$ cat src/rtl/pedal_pkg.sv
// Shared types and constants for the pedal audio path.
// Latency: n/a (declarations only).
// Backpressure: n/a.
package pedal_pkg;

    // Audio sample width used across the pedal datapath.
    localparam int AUDIO_W = 16;

    // Default depth of the input synchronizer chains.
    localparam int SYNC_STAGES_DEF = 2;

    // Receiver control states.
    typedef enum logic [1:0] {
        WAIT_IDLE = 2'd0,
        IDLE      = 2'd1,
        SHIFT     = 2'd2,
        FULL      = 2'd3
    } spi_rx_state_t;

endpackage

$ cat src/rtl/pico_spi_rx_sync_ff.sv
// Multi-stage flip-flop synchronizer for one asynchronous input bit.
// Latency: STAGES clock edges from pin to q.
// Backpressure: none; a level is sampled every cycle.
module sync_ff #(
    parameter int   STAGES  = 2,
    parameter logic RST_VAL = 1'b0
) (
    input  logic clk,
    input  logic reset,
    input  logic d,
    output logic q
);

    logic [STAGES-1:0] chain;

    // Shift the sampled pin level through the chain; oldest sample is the output.
    always_ff @(posedge clk) begin
        if (reset) begin
            chain <= {STAGES{RST_VAL}};
        end else begin
            chain <= {chain[STAGES-2:0], d};
        end
    end

    assign q = chain[STAGES-1];

endmodule

$ cat src/rtl/pico_spi_rx.sv
// Oversampled 3-wire SPI receiver delivering one DATA_W-bit audio word per CS frame.
// Latency: strobe on the edge after the synchronized DATA_W-th SCLK rise (SYNC_STAGES+1 edges from pin sample).
// Backpressure: none; consumer must take audio_out on data_is_ready, no buffering.
module pico_spi_rx
    import pedal_pkg::*;
#(
    parameter int DATA_W      = AUDIO_W,
    parameter int SYNC_STAGES = SYNC_STAGES_DEF
) (
    input  logic              clk_25mhz,
    input  logic              reset,
    input  logic              com_sclk_in,
    input  logic              com_mosi_in,
    input  logic              com_active,
    output logic [DATA_W-1:0] audio_out,
    output logic              data_is_ready,
    output logic              frame_error
);

    localparam int CNT_W = $clog2(DATA_W) + 1;
    localparam int FL_W  = $clog2(SYNC_STAGES + 1);

    localparam logic [CNT_W-1:0] CNT_ZERO = '0;
    localparam logic [CNT_W-1:0] CNT_ONE  = CNT_W'(1);
    localparam logic [CNT_W-1:0] CNT_LAST = CNT_W'(DATA_W - 1);
    localparam logic [FL_W-1:0]  FL_ONE   = FL_W'(1);
    localparam logic [FL_W-1:0]  FL_DONE  = FL_W'(SYNC_STAGES);

    // Synchronized pin levels.
    logic sclk_s;
    logic mosi_s;
    logic cs_s;

    // One-cycle-delayed copies for edge detection.
    logic sclk_q;
    logic cs_q;

    logic sclk_rise;
    logic cs_rise;
    logic cs_fall;

    // Cycles spent in WAIT_IDLE since reset; the CS chain is only trusted once
    // it holds post-reset pin samples end to end.
    logic [FL_W-1:0] flush_cnt;
    logic            flushed;

    spi_rx_state_t     state;
    spi_rx_state_t     state_nxt;
    logic [CNT_W-1:0]  bit_cnt;
    logic [CNT_W-1:0]  bit_cnt_nxt;
    logic [DATA_W-1:0] shift_reg;
    logic [DATA_W-1:0] shift_nxt;
    logic [DATA_W-1:0] shift_in;
    logic              overflow;
    logic              overflow_nxt;
    logic [DATA_W-1:0] audio_nxt;
    logic              ready_nxt;
    logic              error_nxt;

    // MOSI shares the SCLK chain depth so a bit stays aligned with its clock edge.
    sync_ff #(.STAGES(SYNC_STAGES), .RST_VAL(1'b0)) u_sync_sclk (
        .clk   (clk_25mhz),
        .reset (reset),
        .d     (com_sclk_in),
        .q     (sclk_s)
    );

    sync_ff #(.STAGES(SYNC_STAGES), .RST_VAL(1'b0)) u_sync_mosi (
        .clk   (clk_25mhz),
        .reset (reset),
        .d     (com_mosi_in),
        .q     (mosi_s)
    );

    sync_ff #(.STAGES(SYNC_STAGES), .RST_VAL(1'b0)) u_sync_cs (
        .clk   (clk_25mhz),
        .reset (reset),
        .d     (com_active),
        .q     (cs_s)
    );

    // Delay the synchronized levels one cycle to form edge strobes.
    always_ff @(posedge clk_25mhz) begin
        if (reset) begin
            sclk_q <= 1'b0;
            cs_q   <= 1'b0;
        end else begin
            sclk_q <= sclk_s;
            cs_q   <= cs_s;
        end
    end

    // CS edges are masked while waiting out reset so a reset-cleared chain
    // filling with a high pin level cannot look like a new frame.
    assign sclk_rise = sclk_s & ~sclk_q;
    assign cs_rise   = cs_s & ~cs_q & (state != WAIT_IDLE);
    assign cs_fall   = ~cs_s & cs_q & (state != WAIT_IDLE);
    assign flushed   = (flush_cnt == FL_DONE);
    assign shift_in  = {shift_reg[DATA_W-2:0], mosi_s};

    // Count cycles after reset until the CS synchronizer has refilled.
    always_ff @(posedge clk_25mhz) begin
        if (reset) begin
            flush_cnt <= '0;
        end else if ((state == WAIT_IDLE) && !flushed) begin
            flush_cnt <= flush_cnt + FL_ONE;
        end
    end

    // State, datapath and output registers.
    always_ff @(posedge clk_25mhz) begin
        if (reset) begin
            state         <= WAIT_IDLE;
            bit_cnt       <= '0;
            shift_reg     <= '0;
            overflow      <= 1'b0;
            audio_out     <= '0;
            data_is_ready <= 1'b0;
            frame_error   <= 1'b0;
        end else begin
            state         <= state_nxt;
            bit_cnt       <= bit_cnt_nxt;
            shift_reg     <= shift_nxt;
            overflow      <= overflow_nxt;
            audio_out     <= audio_nxt;
            data_is_ready <= ready_nxt;
            frame_error   <= error_nxt;
        end
    end

    // Frame sequencing: CS fall takes priority over a coincident SCLK rise.
    always_comb begin
        state_nxt    = state;
        bit_cnt_nxt  = bit_cnt;
        shift_nxt    = shift_reg;
        overflow_nxt = overflow;
        audio_nxt    = audio_out;
        ready_nxt    = 1'b0;
        error_nxt    = 1'b0;

        case (state)
            WAIT_IDLE: begin
                if (flushed && !cs_s) begin
                    state_nxt = IDLE;
                end
            end

            IDLE: begin
                if (cs_rise) begin
                    bit_cnt_nxt  = '0;
                    shift_nxt    = '0;
                    overflow_nxt = 1'b0;
                    state_nxt    = SHIFT;
                end
            end

            SHIFT: begin
                if (cs_fall) begin
                    // A partial word is dropped; an empty frame is not an error.
                    error_nxt = (bit_cnt != CNT_ZERO);
                    state_nxt = IDLE;
                end else if (sclk_rise) begin
                    shift_nxt   = shift_in;
                    bit_cnt_nxt = bit_cnt + CNT_ONE;
                    if (bit_cnt == CNT_LAST) begin
                        audio_nxt = shift_in;
                        ready_nxt = 1'b1;
                        state_nxt = FULL;
                    end
                end
            end

            FULL: begin
                if (cs_fall) begin
                    // The word already delivered stands; only the excess is flagged.
                    error_nxt    = overflow;
                    overflow_nxt = 1'b0;
                    state_nxt    = IDLE;
                end else if (sclk_rise) begin
                    overflow_nxt = 1'b1;
                end
            end

            default: begin
                state_nxt = WAIT_IDLE;
            end
        endcase
    end

endmodule

$ cat config.mk
export PLATFORM = sky130hd
export DESIGN_NAME = pico_spi_rx
export DESIGN_NICKNAME = d
export VERILOG_FILES = /design/src/rtl/pedal_pkg.sv /design/src/rtl/pico_spi_rx_sync_ff.sv /design/src/rtl/pico_spi_rx.sv
export SDC_FILE = /design/constraint.sdc
export NUM_CORES = 1
export LEC_CHECK = 0
export ABC_AREA = 1
export CORE_ASPECT_RATIO = 1.75
export CORE_MARGIN = 2
export CORE_UTILIZATION = 45
export DETAILED_ROUTE_END_ITERATION = 7
export PLACE_DENSITY_LB_ADDON = 0.15
export SLEW_MARGIN = 20
export SYNTH_ARGS = -nofsm -noshare
export SYNTH_HDL_FRONTEND = slang
export SYNTH_SLANG_ARGS = --single-unit
$ cat constraint.sdc
create_clock -name clk_25mhz -period 2 [get_ports clk_25mhz]
set_input_delay 0.4 -clock clk_25mhz [delete_from_list [all_inputs] [get_ports clk_25mhz]]
set_output_delay 0.4 -clock clk_25mhz [all_outputs]
set_load 0.03 [all_outputs]
==> impl_metrics.yaml, run 1 <==
global_routing:
  grt_max_degree: 39
  grt_overflow: 0
  grt_antenna_before_repair: 0
  grt_first_pass_wirelength_um: 6500
  grt_pass1_vias: 1603
  grt_use_total_pct: 15.3
floorplanning:
  die_x_um: 56.8
  die_y_um: 96.3
  num_rows: 33
  dieArea_um2: 5470
  core_um2: 4710
  initial_core_util_pct: 46.6
  ios: 23
timing:
  period_share_pct: 86.8
  max-slew-margin-rel_pct: 70.6
  drv_slew: 0
  max_freq_mhz: 576
  setup_viol: 0
  tightestPinTransition_ns: 0.437
  period_needed_ns: 1.74
  timing.final.hold_violations: 0
  final.setup.tns_ns: 0
  fin_worst_skew_ns: 0.00669
  worst_slack_ns: 0.264
  rsz0062_at_grt: "false"
hold_path:
  min_path_cells: 2
  worstHoldStart: "u_sync_cs.chain[0]"
  worstHoldEndpoint: "u_sync_cs.chain[1]"
  hp-class: "reg2reg"
route:
  remaining_drc_errors: 0
  drt_wl_total_um: 3760
  drt_iter0_markers: 49
  ant_nets: 0
  vias: 1781
  dr.pass1.iters: 4
  vias_per_cell: 4.61
  wire_per_inst_um: 9.74
cts:
  clk_transition_reported_paths_ns: 0.09
  cts_resized: 0
  cts_tree: "done"
  numCtsBuffers: 5
  ctsHoldBuffers: 0
  clkSinkCount: 51
  root_buffer: "clkbuf_8"
  post_cts_buffers: 0
  htreeDepth: 2
  clockBufferDepth: 2
  clock_latency_ns: 0.30
setup_path:
  cp_num_cells: 10
  cp_top_family: "flip-flops"
  crit_type: "reg2reg"
  crit_chain: "ha_1 -> nand2_1 -> nor2_1 -> ha_1 -> inv_1 -> nor2_1 -> nand3_2 -> buf_4 -> o21ai_0 -> a21oi_1"
  cpMaxStageDelayCell: "dfxtp_1"
  cp-start-kind: "flip-flop"
  crit_buf_inv: 2
  crit_fanout: 32
  crit_path_end_kind: "flip-flop"
  rr_endpoint: "audio_out[6]"
  r2r_setup_slack_ns: 0.26
  reg2reg_depth: 10
  critPathArrivalTime_ns: 1.93
  r2r-start: "bit_cnt[0]"
  cp.required_ns: 2.19
  max_stage_delay_ns: 0.40
synth:
  ys_seq_area_share_pct: 46.6
  yosys-top-cells-area: "dfxtp_1, nand2_1, nor2_1"
  synth_cell_type_count: 23
  synth-async-reset-ratio_pct: 0
  synth_nets: 324
  netlist_instances: 311
  synth_edf_count: 0
  yosysTopAreaCell: "dfxtp_1"
  yosys_register_bits: 51
  syn_area_um2: 2190
  avgSynthCellArea_um2: 7.05
  synthFlopType: "dfxtp_1"
  yosysWarnings: 0
  synth_top_cell_area_share_pct: 46.6
place:
  gp_congestion: 0.795
  placed_area_um2: 2470
  numPortBuffers: 22
  post-place-ws_ns: 0.252
  dp_hpwl_um: 2690
finish:
  n_fill_cell: 483
  areaGrowthSynthToFinish_pct: 16.4
  design_area_um2: 2550
  final_layout_size_suffix_gt1_share_pct: 6.89
  utilization_pct: 54.2
  final_common_cell: "nand2_1"
  largest_reg_flops: 16
  mostFrequentLayoutCells: "nand2_1, nor2_1, dfxtp_1, inv_1, clkdlybuf4s50_1"
  fin_nets: 346
  diodes: 0
run_status:
  status: "finished, final reports clean"
power:
  p_leak_nw: 1.05
  powerDensity_nw_per_um2: 1060
  ir_worst_vdd_mv: 0.748
  p_total_mw: 2.70
run:
  maxCapViolCount: 0
## cell usage after synthesis, types with 2 or more instances
cell type,n
inv_1,41
buf_2,4
nand4_1,2
a21oi_1,20
nand3_2,2
nand2_2,2
ha_1,8
dfxtp_1,51
buf_6,2
inv_2,3
clkbuf_1,6
nand3_1,8
nand2_1,78
nor2_1,59
o21ai_0,17
## how the worst max path moves through the flow
stage | start | to | slack (ns)
2_1_floorplan | bit_cnt[0] | audio_out[10] | 0.42
3_3_place_gp | bit_cnt[1] | audio_out[8] | 0.30
3_5_place_dp | bit_cnt[1] | audio_out[4] | 0.25
4_1_cts | bit_cnt[0] | audio_out[4] | 0.25
5_1_grt | bit_cnt[0] | audio_out[2] | 0.003
6_report | bit_cnt[0] | audio_out[6] | 0.26
## cell families after synthesis
group,share of synthesized area (%)
AND/OR/NAND/NOR,29.0
buffers and inverters,11.0
flip-flops,46.6
AO/OA/AOI/OAI,8.45
adder cells (fa/ha/maj),4.57
XOR/XNOR,0.400
## metrics by stage
step	std cells	hold slack, ns
after global routing	386	0.410
after detailed placement	378	0.394
final	386	0.404
after CTS	386	0.406
after global placement	378	0.390
after floorplan	311	0.388
## layer usage
layer | GRT usage (%) | routed length [um]
met5 | 0 | 0
met4 | 7.56 | 91
met3 | 2.82 | 92
met2 | 29.8 | 1970
met1 | 15.0 | 1600
## final cells by class
cell class / instances / area (um^2) / share of cell area [%]
timing repair buffer: 29 / 285 / 11.2
clock inverter: 2 / 12.5 / 0.490
tap: 52 / 65.1 / 2.55
inverter: 44 / 165 / 6.47
sequential: 51 / 1020 / 40.0
multi-input combinational: 202 / 930 / 36.4
clock buffer: 6 / 72.6 / 2.84
## power by group
part	switching, mW	total (mW)	leakage [nW]	internal [mW]
Sequential	0.0847	1.23	0.416	1.15
Combinational	0.554	0.893	0.597	0.339
Clock	0.325	0.570	0.0412	0.245
Total	0.964	2.70	1.05	1.73
## worst min-delay path, delay by kind of cell, from the launching register on
kind,cells,cell delay [ns]
buffers and inverters,1,0.04
DFF,1,0.30
and+or+nand+nor,1,0.03
Note: power is estimated with default switching activity, not from simulation.
==> run 2, diff against run 1 <==
--- a/config.mk
+++ b/config.mk
@@ -8,7 +8,7 @@
 export ABC_AREA = 1
 export CORE_ASPECT_RATIO = 1.75
 export CORE_MARGIN = 2
-export CORE_UTILIZATION = 45
+export CORE_UTILIZATION = 55
 export DETAILED_ROUTE_END_ITERATION = 7
 export PLACE_DENSITY_LB_ADDON = 0.15
 export SLEW_MARGIN = 20
==> impl_metrics.yaml, run 2 (synthesized netlist as in run 1, its figures left out) <==
run_status:
  status: "finished, final reports clean"
cts:
  clkSinkCount: 51
  clockBufferDepth: 2
  clk_transition_reported_paths_ns: 0.09
  clock_latency_ns: 0.30
  cts_tree: "done"
  htreeDepth: 2
  root_buffer: "clkbuf_8"
  numCtsBuffers: 5
power:
  ir_worst_vdd_mv: 0.810
  p_total_mw: 2.70
  switchingPower_mw: 0.963
  p_seq_share_pct: 45.9
  sw_frac_of_total_pct: 35.7
  p_comb_share_pct: 33.1
  power.internal_mw: 1.73
  clockPowerShare_pct: 21.0
  p_leak_nw: 1.06
  powerDensity_nw_per_um2: 1050
hold_path:
  worstHoldEndpoint: "u_sync_cs.chain[1]"
  hp-class: "reg2reg"
  worstHoldStart: "u_sync_cs.chain[0]"
  min_path_cells: 2
finish:
  design_area_um2: 2560
  final_common_cell: "nand2_1"
  areaGrowthSynthToFinish_pct: 16.9
  final_layout_size_suffix_gt1_share_pct: 7.74
  register_area_um2: 1020
  largest_reg_flops: 16
  utilization_pct: 66.3
  instances_no_fill: 384
  n_fill_cell: 357
  mostFrequentLayoutCells: "nand2_1, nor2_1, dfxtp_1, inv_1, clkdlybuf4s50_1"
  diodes: 0
  fin_nets: 348
  multiInputGateArea_um2: 930
floorplanning:
  die_y_um: 87.5
  die_x_um: 51.7
  ios: 23
  initial_core_util_pct: 56.7
  core_um2: 3870
  num_rows: 30
  dieArea_um2: 4530
global_routing:
  grt_antenna_before_repair: 0
  grt_overflow: 0
  grt_use_total_pct: 19.3
  grt_max_degree: 39
  grt_pass1_vias: 1676
  grt_first_pass_wirelength_um: 6730
setup_path:
  rr_endpoint: "audio_out[4]"
  r2r_setup_slack_ns: 0.24
  critPathArrivalTime_ns: 1.95
  crit_type: "reg2reg"
  crit_fanout: 33
  reg2reg_depth: 10
  cp.required_ns: 2.19
  crit_path_end_kind: "flip-flop"
  r2r-start: "bit_cnt[0]"
  cp-start-kind: "flip-flop"
timing:
  final.setup.tns_ns: 0
  holdWs_ns: 0.407
  period_needed_ns: 1.76
  fin_worst_skew_ns: 0.00701
  drv_slew: 0
  max-slew-margin-rel_pct: 77.3
  rsz0062_at_grt: "false"
  tightestPinTransition_ns: 0.340
  period_share_pct: 88.2
  timing.final.hold_violations: 0
  max_freq_mhz: 567
  worst_slack_ns: 0.237
  setup_viol: 0
route:
  vias_per_cell: 4.82
  drt_iter0_markers: 41
  ant_nets: 0
  vias: 1850
  wire_per_inst_um: 9.60
  dr.pass1.iters: 4
  drt_wl_total_um: 3690
  remaining_drc_errors: 0
place:
  dp_hpwl_um: 2650
  numPortBuffers: 22
  gp_congestion: 0.874
  post-place-ws_ns: 0.249
  dp_cells: 376
  placed_area_um2: 2480
run:
  maxCapViolCount: 0
## run 2: cell types whose count changed in the layout (fill, tap and decap cells not counted)
cell     delta
o21ai_1     +3
buf_4       +2
dfxtp_1     -1
dfxtp_2     +1
o21ai_0     -3
## run 2: layout make-up
cell class / count / area share [%]
clock buffers: 6 / 2.83
multi-input cells: 202 / 36.3
inverters: 44 / 6.45
clock inverters: 2 / 0.488
repair buffers: 31 / 11.7
flip-flops and latches: 51 / 39.9
well taps: 48 / 2.34
## run 2: how the worst max path moves through the flow
stage                                to  slack [ns]  cells after the start  startpoint
after floorplan           audio_out[10]        0.42                     10  bit_cnt[0]
after global placement     audio_out[8]        0.32                     10  bit_cnt[1]
after detailed placement  audio_out[13]        0.25                     10  bit_cnt[1]
after CTS                 audio_out[13]        0.24                     10  bit_cnt[1]
after global routing      audio_out[10]        0.01                     10  bit_cnt[0]
final                      audio_out[4]        0.24                     10  bit_cnt[0]
## run 2: layer usage
metal / vias to the layer above / wire length, um / track usage (%)
met5: - / 0 / 0
met1: 817 / 1530 / 20.8
met2: 38 / 1940 / 35.4
li1: 989 / - / -
met3: 6 / 144 / 4.12
met4: 0 / 72 / 7.89
## run 2: power by group through the flow
stage | combinational [mW] | clock, mW | sequential (mW)
after floorplan | 0.765 | 0 | 1.24
after global placement | 0.876 | 0 | 1.25
after detailed placement | 0.900 | 0 | 1.26
after CTS | 0.904 | 0.587 | 1.24
after global routing | 1.07 | 0.628 | 1.25
final | 0.893 | 0.565 | 1.24
## run 2: worst max-delay path: stages, from the launching register on
cell	delay (ns)
dfxtp_1	0.40
ha_1	0.19
nand2_1	0.07
nor2_1	0.11
ha_1	0.15
inv_1	0.03
nor2_1	0.14
nand3_2	0.07
buf_4	0.23
o21ai_0	0.19
a21oi_1	0.06
## run 2: what timing repair did
| action | CTS | global route |
|---|---|---|
| hold buffers | 0 | 0 |
| buffers inserted | 0 | 0 |
| endpoints found under the setup margin | 0 | 4 |
| gates resized for setup | 0 | 4 |
